--- src/rtl/uart_byte_receiver_pkg.sv ---
// Shared types and helpers for the UART byte receiver.
package uart_byte_receiver_pkg;

  typedef enum logic [2:0] {
    IDLE,
    START,
    DATA,
    STOP,
    BREAK
  } uart_rx_state_t;

  // Clocks per oversample tick, never below 1.
  function automatic int unsigned baud_div(input int unsigned clk_freq,
                                           input int unsigned baud_rate,
                                           input int unsigned oversample);
    int unsigned d;
    d = clk_freq / (baud_rate * oversample);
    return (d == 0) ? 1 : d;
  endfunction

endpackage

--- src/rtl/uart_byte_receiver_if.sv ---
// Receiver-facing signal bundle: serial line in, byte/strobe/status out.
interface uart_byte_receiver_if;
  logic       rx;
  logic [7:0] data;
  logic       dataReady;
  logic       frameError;
  logic       busy;

  modport master (output rx, input data, input dataReady, input frameError, input busy);
  modport slave  (input rx, output data, output dataReady, output frameError, output busy);
endinterface

--- src/rtl/uart_byte_receiver_baud_tick.sv ---
// Oversample tick generator; counter parked at zero while disabled so the
// tick phase follows the start-bit edge.
module uart_baud_tick #(
  parameter int unsigned CLK_FREQ   = 100000000,
  parameter int unsigned BAUD_RATE  = 115200,
  parameter int unsigned OVERSAMPLE = 16
) (
  input  logic clk,
  input  logic rst,
  input  logic enable,
  output logic tick
);
  import uart_byte_receiver_pkg::*;

  localparam int unsigned DIV = baud_div(CLK_FREQ, BAUD_RATE, OVERSAMPLE);
  localparam int unsigned CW  = $clog2(DIV) + 1;
  localparam logic [CW-1:0] CNT_LAST = CW'(DIV - 1);

  logic [CW-1:0] cnt;

  always_ff @(posedge clk or negedge rst) begin
    if (!rst)                 cnt <= '0;
    else if (!enable)         cnt <= '0;
    else if (cnt == CNT_LAST) cnt <= '0;
    else                      cnt <= cnt + 1'b1;
  end

  assign tick = enable && (cnt == CNT_LAST);

endmodule

--- src/rtl/uart_byte_receiver.sv ---
// 8N1 UART receiver with 2-flop input synchronizer.
// Define UART_RX_MAJORITY_EN for 3-sample majority voting on data/stop bits.
module uart_byte_receiver
  import uart_byte_receiver_pkg::*;
#(
  parameter int unsigned CLK_FREQ   = 100000000,
  parameter int unsigned BAUD_RATE  = 115200,
  parameter int unsigned OVERSAMPLE = 16
) (
  input logic           clk,
  input logic           rst,
  uart_byte_receiver_if.slave bus
);

  localparam int unsigned SC_W = $clog2(OVERSAMPLE);
  localparam logic [SC_W-1:0] SC_LAST = SC_W'(OVERSAMPLE - 1);
  localparam logic [SC_W-1:0] SC_HALF = SC_W'(OVERSAMPLE / 2 - 1);

  uart_rx_state_t  state, state_n;
  logic [SC_W-1:0] sc, sc_n;
  logic [2:0]      bc, bc_n;
  logic [7:0]      shreg, shreg_n, data, data_n;
  logic            ready, ready_n, ferr, ferr_n, brk_hi, brk_hi_n;
  logic            rx_m, rx_s, tick, bit_val;

  uart_baud_tick #(
    .CLK_FREQ  (CLK_FREQ),
    .BAUD_RATE (BAUD_RATE),
    .OVERSAMPLE(OVERSAMPLE)
  ) u_tick (
    .clk   (clk),
    .rst   (rst),
    .enable(state != IDLE),
    .tick  (tick)
  );

`ifdef UART_RX_MAJORITY_EN
  // sc runs half a bit behind the bit cell, so sc = LAST-2..LAST are the
  // three ticks centred on mid-bit; the last one is the decision tick.
  logic [1:0] votes, votes_n;

  always_comb begin
    votes_n = votes;
    if (tick && (state == DATA || state == STOP)) begin
      if (sc == SC_LAST - SC_W'(2)) votes_n[0] = rx_s;
      if (sc == SC_LAST - SC_W'(1)) votes_n[1] = rx_s;
    end
  end

  always_ff @(posedge clk or negedge rst) begin
    if (!rst) votes <= '0;
    else      votes <= votes_n;
  end

  assign bit_val = (votes[0] & votes[1]) | (votes[0] & rx_s) | (votes[1] & rx_s);
`else
  assign bit_val = rx_s;
`endif

  always_ff @(posedge clk or negedge rst) begin
    if (!rst) begin
      rx_m   <= 1'b1;
      rx_s   <= 1'b1;
      state  <= IDLE;
      sc     <= '0;
      bc     <= '0;
      shreg  <= '0;
      data   <= '0;
      ready  <= 1'b0;
      ferr   <= 1'b0;
      brk_hi <= 1'b0;
    end else begin
      rx_m   <= bus.rx;
      rx_s   <= rx_m;
      state  <= state_n;
      sc     <= sc_n;
      bc     <= bc_n;
      shreg  <= shreg_n;
      data   <= data_n;
      ready  <= ready_n;
      ferr   <= ferr_n;
      brk_hi <= brk_hi_n;
    end
  end

  always_comb begin
    state_n  = state;
    sc_n     = sc;
    bc_n     = bc;
    shreg_n  = shreg;
    data_n   = data;
    ready_n  = 1'b0;
    ferr_n   = 1'b0;
    brk_hi_n = brk_hi;
    unique case (state)
      IDLE: begin
        sc_n = '0;
        if (!rx_s) state_n = START;
      end
      START: if (tick) begin
        if (sc == SC_HALF) begin
          sc_n    = '0;
          bc_n    = '0;
          state_n = rx_s ? IDLE : DATA;
        end else sc_n = sc + 1'b1;
      end
      DATA: if (tick) begin
        if (sc == SC_LAST) begin
          sc_n    = '0;
          shreg_n = {bit_val, shreg[7:1]};
          bc_n    = bc + 1'b1;
          if (bc == 3'd7) state_n = STOP;
        end else sc_n = sc + 1'b1;
      end
      STOP: if (tick) begin
        if (sc == SC_LAST) begin
          sc_n = '0;
          if (bit_val) begin
            data_n  = shreg;
            ready_n = 1'b1;
            state_n = IDLE;
          end else begin
            ferr_n   = 1'b1;
            brk_hi_n = 1'b0;
            state_n  = BREAK;
          end
        end else sc_n = sc + 1'b1;
      end
      // Line must stay high across a whole tick interval before re-arming.
      BREAK: begin
        if (!rx_s) brk_hi_n = 1'b0;
        else if (tick) begin
          if (brk_hi) state_n = IDLE;
          else        brk_hi_n = 1'b1;
        end
      end
      default: state_n = IDLE;
    endcase
  end

  assign bus.data       = data;
  assign bus.dataReady  = ready;
  assign bus.frameError = ferr;
  assign bus.busy       = (state != IDLE);

endmodule

--- src/flat_wrapper.sv ---
// flat-port wrapper written by rule: the top's interface ports become plain ports
module uart_byte_receiver_flat import uart_byte_receiver_pkg::*;
#(
  parameter int unsigned CLK_FREQ   = 100000000,
  parameter int unsigned BAUD_RATE  = 115200,
  parameter int unsigned OVERSAMPLE = 16
)
  (clk, rst, bus_rx, bus_data, bus_dataReady, bus_frameError, bus_busy);
  uart_byte_receiver_if bus_i ();
  input logic clk;
  input logic rst;
  input wire logic [$bits(bus_i.rx)-1:0] bus_rx;
  output wire logic [$bits(bus_i.data)-1:0] bus_data;
  output wire logic [$bits(bus_i.dataReady)-1:0] bus_dataReady;
  output wire logic [$bits(bus_i.frameError)-1:0] bus_frameError;
  output wire logic [$bits(bus_i.busy)-1:0] bus_busy;
  assign bus_i.rx = bus_rx;
  assign bus_data = bus_i.data;
  assign bus_dataReady = bus_i.dataReady;
  assign bus_frameError = bus_i.frameError;
  assign bus_busy = bus_i.busy;
  uart_byte_receiver #(.CLK_FREQ(CLK_FREQ), .BAUD_RATE(BAUD_RATE), .OVERSAMPLE(OVERSAMPLE)) u_core (.clk(clk), .rst(rst), .bus(bus_i));
endmodule
--- config.mk ---
export PLATFORM = sky130hd
export DESIGN_NAME = uart_byte_receiver_flat
export DESIGN_NICKNAME = d
export VERILOG_FILES = /design/src/rtl/uart_byte_receiver_pkg.sv /design/src/rtl/uart_byte_receiver_if.sv /design/src/rtl/uart_byte_receiver_baud_tick.sv /design/src/rtl/uart_byte_receiver.sv /design/src/flat_wrapper.sv
export SDC_FILE = /design/constraint.sdc
export NUM_CORES = 1
export LEC_CHECK = 0
export ABC_AREA = 1
export CORE_MARGIN = 3
export CORE_UTILIZATION = 55
export CTS_CLUSTER_DIAMETER = 50
export DETAILED_ROUTE_END_ITERATION = 8
export GPL_TIMING_DRIVEN = 0
export PLACE_DENSITY = 0.85
export SLEW_MARGIN = 10
export SYNTH_ARGS = -nofsm -noshare
export SYNTH_HDL_FRONTEND = slang
export SYNTH_SLANG_ARGS = --single-unit
--- constraint.sdc ---
create_clock -name clk -period 3.2 [get_ports clk]
set_clock_uncertainty 0.2 [all_clocks]
set_input_delay 0.64 -clock clk [delete_from_list [all_inputs] [get_ports clk]]
set_output_delay 0.64 -clock clk [all_outputs]
set_load 0.02 [all_outputs]
== After elaboration in Yosys (flattened, before gate mapping) ==
Cells that the tools add are included.

* Add/subtract/negate cells: 3
* Eq/ne operators: 22
* Multiplexer cells: 40
* Reduce and logical (&&, ||, !) cells: 13

{| class="wikitable"
|+ Operator list
! kind !! count
|-
| 3-bit two-way mux || 16
|-
| 2-bit by 1-bit != test with 1-bit output (second input constant) || 11
|-
| 4-bit two-way mux || 4
|-
| 3-bit one-hot mux with 5 select lines || 1
|-
| 7-bit two-way mux || 2
|-
| 1-bit two-way mux || 13
|-
| 4-bit one-hot mux with 3 select lines || 1
|-
| 11-bit AND reduction || 1
|-
| 5-bit AND reduction || 2
|-
| 7-bit by 1-bit adder with 7-bit output (second input constant) || 1
|-
| 7-bit by 6-bit equality test with 1-bit output (second input constant) || 1
|-
| 3-bit by 2-bit equality test with 1-bit output (second input constant) || 2
|-
| 3-bit equality test (second input constant) || 2
|-
| 3-bit one-hot mux with 2 select lines || 1
|-
| 3-bit AND reduction || 2
|-
| 3-bit nonzero test || 2
|-
| 4-bit by 1-bit adder with 4-bit output (second input constant) || 1
|-
| 4-bit by 3-bit equality test with 1-bit output (second input constant) || 1
|-
| 4-bit equality test (second input constant) || 1
|-
| 2-bit != test (second input constant) || 2
|-
| 4-bit AND reduction || 1
|-
| 2-bit nonzero test || 2
|-
| 3-bit by 1-bit adder with 3-bit output (second input constant) || 1
|-
| 3-bit by 1-bit equality test with 1-bit output (second input constant) || 1
|-
| other kinds (6) || 6
|}

* Flip-flop bits (word level): 38
* Bits of input ports: 3
* Output and inout bits: 11
* Word-level logic and storage cells: 89

== Depth between registers and ports, before layout ==
* Depth after elaboration: 5
* Gate-level depth with buffers: 11
* Depth with buffers taken out: 11

== Hierarchy ==
A second synthesis with hierarchy kept.

* Cell total of the unflattened synthesis: 210
* Area total of the unflattened synthesis: 1880.6 sq um

{| class="wikitable"
|+ Modules (own cells, without submodules)
! module !! times used !! cells an instance !! area an instance (sq um) !! seq. area each (sq um)
|-
| uart_byte_receiver || 1 || 167 || 1512.7 || 778.2
|-
| uart_baud_tick || 1 || 43 || 367.9 || 175.2
|}

== Least setup slack after synthesis ==
OpenSTA, ideal clock, no wires.

* Path type: flip-flop to output port
* Start point: register u_core.state[1]
* End point: output bus_busy
* Arrival: 0.908 ns
* Data required time: 2.360 ns
* Slack: 1.452 ns
* Stages on the path, launching flop included: 5
* Cells stage by stage: dfrtp_1 -> nor2_2 -> inv_2 -> nor2_4 -> inv_2

* Cells in the longest elaborated chain, start to end: 1

{| class="wikitable"
|+ RTL lines
! element !! line !! RTL
|-
| start, declared || uart_byte_receiver.sv:19 || <nowiki>uart_rx_state_t state, state_n;</nowiki>
|-
| start signal, assigned || uart_byte_receiver.sv:75 || <nowiki>state <= state_n;</nowiki>
|-
| 3-bit nonzero test || uart_byte_receiver.sv:144 || <nowiki>assign bus.busy = (state != IDLE);</nowiki>
|-
| end, declared || flat_wrapper.sv:16 || <nowiki>output wire logic [$bits(bus_i.busy)-1:0] bus_busy;</nowiki>
|}

Every way passes these cells.

== Worst setup path in the final report ==
Same ends and word-level chain as after synthesis.

==> summary.txt <==
Status
  • Status: finished clean

Floorplan
  • Total core area: 0.00318 sq mm
  • Die height: approximately 65 microns
  • Starting Density: 59.9%
  • Number of core rows: 20
  • Die Width: around 65 microns
  • Io pins: 14
  • Die Area: 0.00420 sq mm

Timing
  • Fin. max-slew vios: 0
  • Setup TNS: 0 ns
  • Slew of the pin with the lowest slew margin: 0.435 ns
  • Setup-failing EPs final: 0
  • Maximum clock rate: roughly 350 MHz
  • Unrepaired setup endpoints after global routing: no
  • Fin worst setup slack: 0.376 ns
  • Relative slew slack: a little under three quarters
  • Endpoints failing hold: 0
  • Final period util: about nine tenths
  • Minimum clock period: roughly 2.8 ns

Synth
  • Largest family of logic cells by synthesized area: simple AND/OR/NAND/NOR gates
  • Post-synth cell types: 28
  • Simple-Gate Fraction of Synth Area: 29.0%
  • Ys flop type: dfrtp_1
  • Post-Syn Instances: roughly 210
  • Synth top area share: 47.3%
  • Post-synth EDFFs: 0
  • Post-synthesis mux area share: 0%
  • Post-synthesis sequential area ratio: roughly 50%
  • Post-Synth Adder-Cell Area: ~3.3%
  • Synthesized netlist net count: 222
  • Compound-Gate Fraction of Synth Area: 9.33%
  • Synth async-reset ratio: 100%
  • Yosys Warn Count: 0
  • Synth area leader: dfrtp_1
  • Area contributors post-synth: dfrtp_1 47%, nand2_1 12%, o21ai_2 4.1%
  • Synth cell count leaders: 63 x nand2_1, 36 x dfrtp_1, 15 x inv_1
  • Mapped Area: ~0.0019 sq mm
  • Avg Cell Area, Syn: approximately 8.9 sq um
  • Most frequent cell after synthesis: nand2_1
  • Post-Synth XOR/XNOR Area: under 10%
  • Seq cells post-synth: 38

Clock network
  • Clock sink count: 38
  • Hold Buf Count CTS: 0
  • CTS resizes: 0
  • H-tree depth: 2
  • TritonCTS buffer count: 5
  • Clk_lat worst skew: 0.35 ns
  • Clock root buffer: clkbuf_4
  • CTS tree: yes
  • CTS Buffer Depth: 2
  • Clock Pin Slew Worst Setup and Hold Paths: around 0.12 ns
  • Setup bufs post-CTS: 0

Routing
  • Final wirelength: 3610 microns
  • Vias: roughly 1500
  • Drt initial violations: 67
  • Routed vias/inst: between 5 and 6
  • Remaining antenna violation count: 0
  • Post-route DRC: 0
  • 1st-pass router iterations: 4
  • DR WL/cell: 12.9 microns

Critical path
  • Setup CP Type: reg -> out
  • CP Launch Type: register
  • Max FO, Critical Path: 6
  • CP Data Arrival Time: approximately 2 ns
  • Critical Path End Type: output pin
  • CP required: around 2.4 ns

Power
  • Gate power share: under 10%
  • Internal: 0.732 mW
  • Sw power: ~0.18 mW
  • Clock Power Share: between 40% and 50%
  • Sequential share of power: a little over half
  • Leakage: between 1 and 1.5 nW
  • P per Cell Area: slightly above 400 mW/mm^2
  • VDD IR max: approximately 0.33 mV
  • Switching share of power: approximately a fifth

Worst hold path
  • Worst hold path type: in -> async

Global routing
  • Vias in the first global route: 1401
  • Gr ovfl total: 0
  • GRT Total Usage: about a fifth
  • Global-route wire length before repair: between 6000 and 7000 microns
  • Initial antenna violation count: 0
  • Largest net degree at the start of global routing: 22

Placement
  • DP Wirelength: ~2600 microns
  • Place WS: 0.815 ns
  • Port buffer count: 13
  • Gpl congestion: between 0.8 and 0.9

Finish
  • Final nets: between 200 and 250
  • N_diodes: 0
  • Share of layout cells above drive strength 1: roughly 22%
  • Area taken by multi-input logic gates: 827 sq um
  • Storage cell area: about 950 sq um
  • Layout fillers: approximately 270
  • Layout area overhead: 16.5%

Job
  • Max-cap violation count: 0
final cells by class:
type                            count  area share (%)
Multi-Input combinational cell    149            37.3
Buffer                              3            1.52
Timing Repair Buffer               14            6.88
Tap cell                           44            2.48
Clock inverter                      3            3.10
Clock buffer                        5            1.69
Sequential cell                    38            43.0
Inverter                           24            4.06
power by group through the flow:
stage | Combinational, mW | Sequential (mW) | Clock, mW
after CTS | 0.0170 | 0.484 | 0.418
after global routing | 0.0186 | 0.484 | 0.439
after detailed placement | 0.0170 | 0.493 | 0
final | 0.0159 | 0.484 | 0.416
after global placement | 0.0134 | 0.493 | 0
after floorplan | 0.00124 | 0.493 | 0
registers in the layout, summed over array words and instances, names as in the netlist:
| signal | count |
|---|---|
| u_core.bc | 3 |
| u_core.bus.data | 8 |
| u_core.u_tick.cnt | 7 |
| u_core.rx_m | 1 |
| u_core.bus.dataReady | 1 |
| u_core.sc | 4 |
| u_core.bus.frameError | 1 |
| u_core.bit_val | 1 |
| u_core.shreg | 8 |
| u_core.brk_hi | 1 |
| u_core.state | 3 |
logic make-up after synthesis:
group	count (synthesis)
flops	38
fa+ha+maj	5
buf+inv	27
compound gates	27
xor+xnor	4
simple gates	113
cells in the final DEF, fill, tap and decap left out, types with 2 or more instances in the layout:
master and instances:
nor2_4 4, xnor2_1 2, o21ai_0 4, inv_1 15, nor2_2 5, clkdlybuf4s50_1 12
buf_6 3, dfrtp_1 36, nand2_1 63, xor2_1 2, dfstp_2 2, o21ai_1 8
o21ai_2 9, ha_1 5, clkbuf_4 5, bufinv_16 2, inv_2 9, nor3_1 2
nand3b_1 2, a21oi_1 3, nand3_1 14, nor2_1 14, nand2_2 4
routing by layer:
metal	vias to the layer above	GRT usage (%)	share of wire, %
met1	688	24.8	45
li1	730	-	-
met2	33	32.4	50
met4	0	7.12	1.7
met5	-	0	0
met3	9	4.16	3.5
worst paths after layout:
check	startpoint	depth (start not counted)	end	slack, ns
min in group clk	u_core.rx_m	0	u_core.bit_val	0.17
worst min register to register	u_core.rx_m	0	u_core.bit_val	0.17
worst max-delay path	u_core.state[1]	5	bus_busy	0.38
worst max register to register	u_core.sc[0]	10	u_core.state[0]	1.36
worst min-delay path	rst	1	u_core.shreg[6]	0.004
max in group asynchronous	rst	2	u_core.bus.data[1]	2.35
critical path: stages, from the launching register on:
cell and delay (ns):
dfrtp_1 0.49, nor2_2 0.27, inv_2 0.08, nor2_4 0.15, inv_2 0.09, clkdlybuf4s50_1 0.54
metrics by stage:
step | util (%) | std cells | total power [mW] | hold slack (ns) | cell area [sq um]
final | 69.8 | 280 | 0.917 | 0.00428 | 2220
after global routing | 69.8 | 280 | 0.942 | 0.0127 | 2220
after CTS | 69.8 | 280 | 0.919 | 0.0191 | 2220
after detailed placement | 66.5 | 272 | 0.510 | 0.152 | 2110
after global placement | 65.7 | 271 | 0.506 | 0.145 | 2090
after floorplan | - | 214 | 0.494 | 0.144 | 1900
No activity file was read; power rests on OpenSTA's default activity.
